File: src/rtl/ascii_packer.sv
// ascii_packer: packs 7-bit ASCII characters into 5-bit codes, CPW codes per output word.
// Define DROP_UNMAPPED_EN to drop unmapped characters instead of storing them as code 0.
module ascii_packer #(
  parameter int CPW = 3
) (
  input  logic             clk,
  input  logic             rst,
  input  logic             in_valid,
  input  logic [6:0]       in_ascii,
  input  logic             in_last,
  output logic             in_ready,
  output logic             out_valid,
  input  logic             out_ready,
  output logic [5*CPW-1:0] out_word,
  output logic [2:0]       out_count,
  output logic [7:0]       err_cnt
);
  typedef enum logic {FILL, EMIT} state_t;
`ifdef DROP_UNMAPPED_EN
  localparam bit DROP = 1'b1;
`else
  localparam bit DROP = 1'b0;
`endif
  state_t state_q, state_d;
  logic [2:0] idx_q, idx_d;
  logic [5*CPW-1:0] word_q, word_d;
  logic [7:0] err_q, err_d;
  logic lower, mapped, store, accept;
  logic [4:0] code;
  assign lower = in_ascii >= 7'h61 && in_ascii <= 7'h7A;
  assign mapped = lower || in_ascii == 7'h20 || in_ascii == 7'h2C || in_ascii == 7'h2E || in_ascii == 7'h3F;
  assign code = lower ? 5'(in_ascii - 7'h60) :
                in_ascii == 7'h2C ? 5'd29 :
                in_ascii == 7'h2E ? 5'd30 :
                in_ascii == 7'h3F ? 5'd31 : 5'd0;
  assign accept = in_valid && state_q == FILL;
  assign store = mapped || !DROP;
  always_comb begin
    state_d = state_q;
    idx_d = idx_q;
    word_d = word_q;
    err_d = err_q;
    if (accept) begin
      err_d = (!mapped && err_q != 8'hFF) ? err_q + 8'd1 : err_q;
      if (store) begin
        for (int k = 0; k < CPW; k++)
          if (idx_q == 3'(k)) word_d[5*k +: 5] = code;
        idx_d = idx_q + 3'd1;
      end
      // a dropped last character still closes the message, but only if something is buffered
      if (store ? (idx_q == 3'(CPW-1) || in_last) : (in_last && idx_q != 3'd0)) state_d = EMIT;
    end
    if (state_q == EMIT && out_ready) begin
      state_d = FILL;
      idx_d = '0;
      word_d = '0;
    end
  end
  always_ff @(posedge clk or posedge rst) begin
    if (rst) begin
      state_q <= FILL;
      idx_q <= '0;
      word_q <= '0;
      err_q <= '0;
    end else begin
      state_q <= state_d;
      idx_q <= idx_d;
      word_q <= word_d;
      err_q <= err_d;
    end
  end
  assign in_ready = state_q == FILL;
  assign out_valid = state_q == EMIT;
  assign out_word = word_q;
  assign out_count = idx_q;
  assign err_cnt = err_q;
endmodule

File: config.mk
export PLATFORM = sky130hd
export DESIGN_NAME = ascii_packer
export DESIGN_NICKNAME = d
export VERILOG_FILES = /design/src/rtl/ascii_packer.sv
export SDC_FILE = /design/constraint.sdc
export NUM_CORES = 1
export LEC_CHECK = 0
export CAP_MARGIN = 5
export CORE_ASPECT_RATIO = 0.6
export CORE_UTILIZATION = 42
export CTS_CLUSTER_DIAMETER = 120
export DETAILED_ROUTE_END_ITERATION = 10
export PLACE_DENSITY = 0.73
export SETUP_SLACK_MARGIN = 0.02
export SLEW_MARGIN = 20
export SYNTH_ARGS = -nofsm -noshare
export SYNTH_HDL_FRONTEND = slang
export SYNTH_SLANG_ARGS = --single-unit
File: constraint.sdc
create_clock -name clk -period 1.7 [get_ports clk]
set_input_delay 0.255 -clock clk [delete_from_list [all_inputs] [get_ports clk]]
set_output_delay 0.255 -clock clk [all_outputs]
set_load 0.05 [all_outputs]
==> results.json <==
{
  "status": "complete, no violations",
  "grt.busiest_layer": "met2",
  "cp-end-kind": "register",
  "nNetsFinal": 234,
  "fp.dieH_um": 47,
  "io_buffer_count": 39,
  "required_ns": 1.86,
  "dr.pass1.iters": 6,
  "hold_viol_final": 0,
  "dieWidth_um": 77,
  "cp-start-kind": "input pin",
  "synth_enable_flop_cells": 0,
  "antenna_left": 0,
  "final_core_util_pct": 68.93,
  "insertedDiodeCount": 0,
  "syn_avg_cell_area_sq_um": 9.451,
  "cp_top_family": "simple AND/OR/NAND/NOR gates",
  "drt-total-wl_mm": 3.834,
  "synth_ff_type": "dfrtp_1",
  "grt_usage_pct": 21.86,
  "grt_pass1_vias": 1313,
  "yosysWarnings": 0,
  "syn_area_sq_um": 1418,
  "grtUsageMet1_pct": 27.24,
  "slowest_stage": "or4_4",
  "io_pins": 40,
  "grt_overflow": 0,
  "hold_path_class": "input pin to async pin",
  "cts_hold_buf": 0,
  "critPathKind": "input pin to register",
  "place_hpwl_mm": 2.836,
  "worst-slew-pin-transition_ns": 0.4137,
  "synthTopCellsByArea": "dfrtp_1 (48%), nand3_1 (6.4%), nand2_1 (5.3%), xnor2_1 (4.9%), ha_1 (4.4%)",
  "synthCells": 150,
  "final_area_sq_um": 2096,
  "start_util_pct": 46.63,
  "arrival_ns": 1.86,
  "n_fill_cell": 235,
  "preCtsSetupSlack_ns": -0.6078,
  "clk_pin_slew_ns": 0.08,
  "drc_errors": 0,
  "drv_slew": 0,
  "maxCapViolations": 0,
  "yosysSeqAreaShare_pct": 47.66,
  "fmax_ghz": 0.5895,
  "cts-root-buf": "clkbuf_8",
  "fin_ws_ns": 0.003582,
  "gp_congestion": 0.8481,
  "whs_ns": 0.3431,
  "finalCritPeriodShare_pct": 99.79,
  "fp-row-count": 15,
  "use_met2_pct": 39.64,
  "cp_cell_sequence": "buf_6 -> or4_4 -> o221ai_4 -> o21a_1 -> buf_6 -> nand2_4 -> mux2_4",
  "fin_crit_ns": 1.696,
  "ir_drop_uv": 888.0,
  "cts.path.max_buffers": 2,
  "via_per_inst": 5.333,
  "h-tree-depth": 1,
  "cts_inserted_buffers": 3,
  "dpl_cell_area_sq_um": 1974,
  "cts_sinks": 27,
  "synth_area_leader_cell": "dfrtp_1",
  "p_per_area_nw_per_um2": 1551,
  "cts_tree": "yes",
  "async_flop_share_pct": 100.0,
  "rsz0062_at_grt": "false",
  "path_max_fanout": 4,
  "final_common_cell": "buf_4",
  "syn_to_final_growth_pct": 47.84,
  "max_stage_delay_ns": 0.60,
  "grt_pass1_wl_mm": 5.934,
  "core-area_sq_um": 3040,
  "grt.met3_usage_pct": 5.243,
  "slew_headroom_pct": 72.13,
  "ys_ff_latch": 27,
  "synth_nets": 167,
  "netlist-cell-type-count": 35,
  "die_area_sq_um": 3619,
  "vias": 1376,
  "antenna_found_initial": 0,
  "grt_max_degree": 28,
  "insertion_delay_ns": 0.27,
  "final_cell_mix": "buf_4 (51), dfrtp_1 (24), nand2_1 (20)",
  "skew_ns": 0.002623,
  "cp_common_cell": "buf_6",
  "dr.first_iter.drc_count": 108,
  "synth.top_cell.area_share_pct": 47.66,
  "p_leak_nw": 0.9758,
  "finalSetupViolations": 0,
  "crit_buf_inv": 2,
  "wl_per_cell_um": 14.86,
  "layout-drive-gt1-share_pct": 37.96
}
stage by stage:
stage                     std cells  total power, mW  TNS (ns)
final                           258            3.250         0
after global routing            258            3.447         0
after CTS                       257            3.256         0
after detailed placement        252            2.878    -11.24
after global placement          252            2.827    -9.632
after floorplan                 150            2.219   -0.3750
registers in the layout, indices dropped and copies added (netlist names):
signal,flops
out_word,15
err_cnt,8
out_count,3
out_valid,1
cell usage after synthesis, types with 2 or more instances:
master / instances
and2_1: 2
nand3_1: 18
inv_1: 5
nor2_1: 8
dfrtp_1: 27
o21ai_0: 12
or3_1: 2
nand4_1: 4
nor3_1: 2
buf_6: 2
ha_1: 5
xnor2_1: 8
and3_1: 3
nand2_1: 20
nand4b_1: 2
a21oi_1: 10
nor2b_1: 2
worst paths after layout:
path	from	end	slack [ns]	cells past startpoint
min reg2reg	out_word[11]$_DFFE_PP0P_	out_word[11]$_DFFE_PP0P_	0.49	2
min	rst	out_word[10]$_DFFE_PP0P_	0.34	3
max	in_ascii[3]	err_cnt[1]$_DFFE_PP0P_	0.004	7
max reg2reg	out_count[0]$_DFFE_PP0P_	out_word[14]$_DFFE_PP0P_	0.15	6
max in group asynchronous	rst	out_count[0]$_DFFE_PP0P_	1.08	3
min in group clk	in_ascii[1]	out_word[1]$_DFFE_PP0P_	0.46	4
cells by family after synthesis:
| group | Yosys count | share of synthesized area, % |
|---|---|---|
| flops | 27 | 47.66 |
| simple gates | 70 | 25.68 |
| buf+inv | 9 | 3.530 |
| xor+xnor | 9 | 5.561 |
| fa+ha+maj | 5 | 4.413 |
| mux | 1 | 1.059 |
| compound gates | 29 | 12.09 |
timing repair:
action                                  4_1_cts  5_1_grt
setup buffers                                 1        1
pin swaps                                     3        7
endpoints found under the setup margin       23       17
gates resized for setup                      20       15
cell type report:
type / instances / area, sq um / area share [%]
clock buffers: 4 / 45.04 / 2.149
inverters: 5 / 18.77 / 0.8955
multi-input cells: 114 / 765.7 / 36.54
well taps: 42 / 52.55 / 2.507
repair buffers: 66 / 534.3 / 25.49
flip-flops and latches: 27 / 679.4 / 32.42
layer usage:
layer  vias up  share of wire (%)
li1        663                  -
met1       643                 44
met2        62                 46
met3         8                7.6
met4         0                1.7
met5         -                  0
power breakdown:
group          total, mW  internal [mW]  switching, mW
combinational       1.83          0.624           1.20
sequential          1.07          0.855          0.214
clock              0.352          0.168          0.184
total               3.25           1.65           1.60
worst reg2reg max path, stage by stage (launching register included):
cell and delay [ns]:
dfrtp_2 0.45, inv_1 0.11, ha_1 0.16, nor2b_2 0.16
a21oi_1 0.08, buf_4 0.16, o41ai_1 0.32
(Power assumes the default switching activity.)
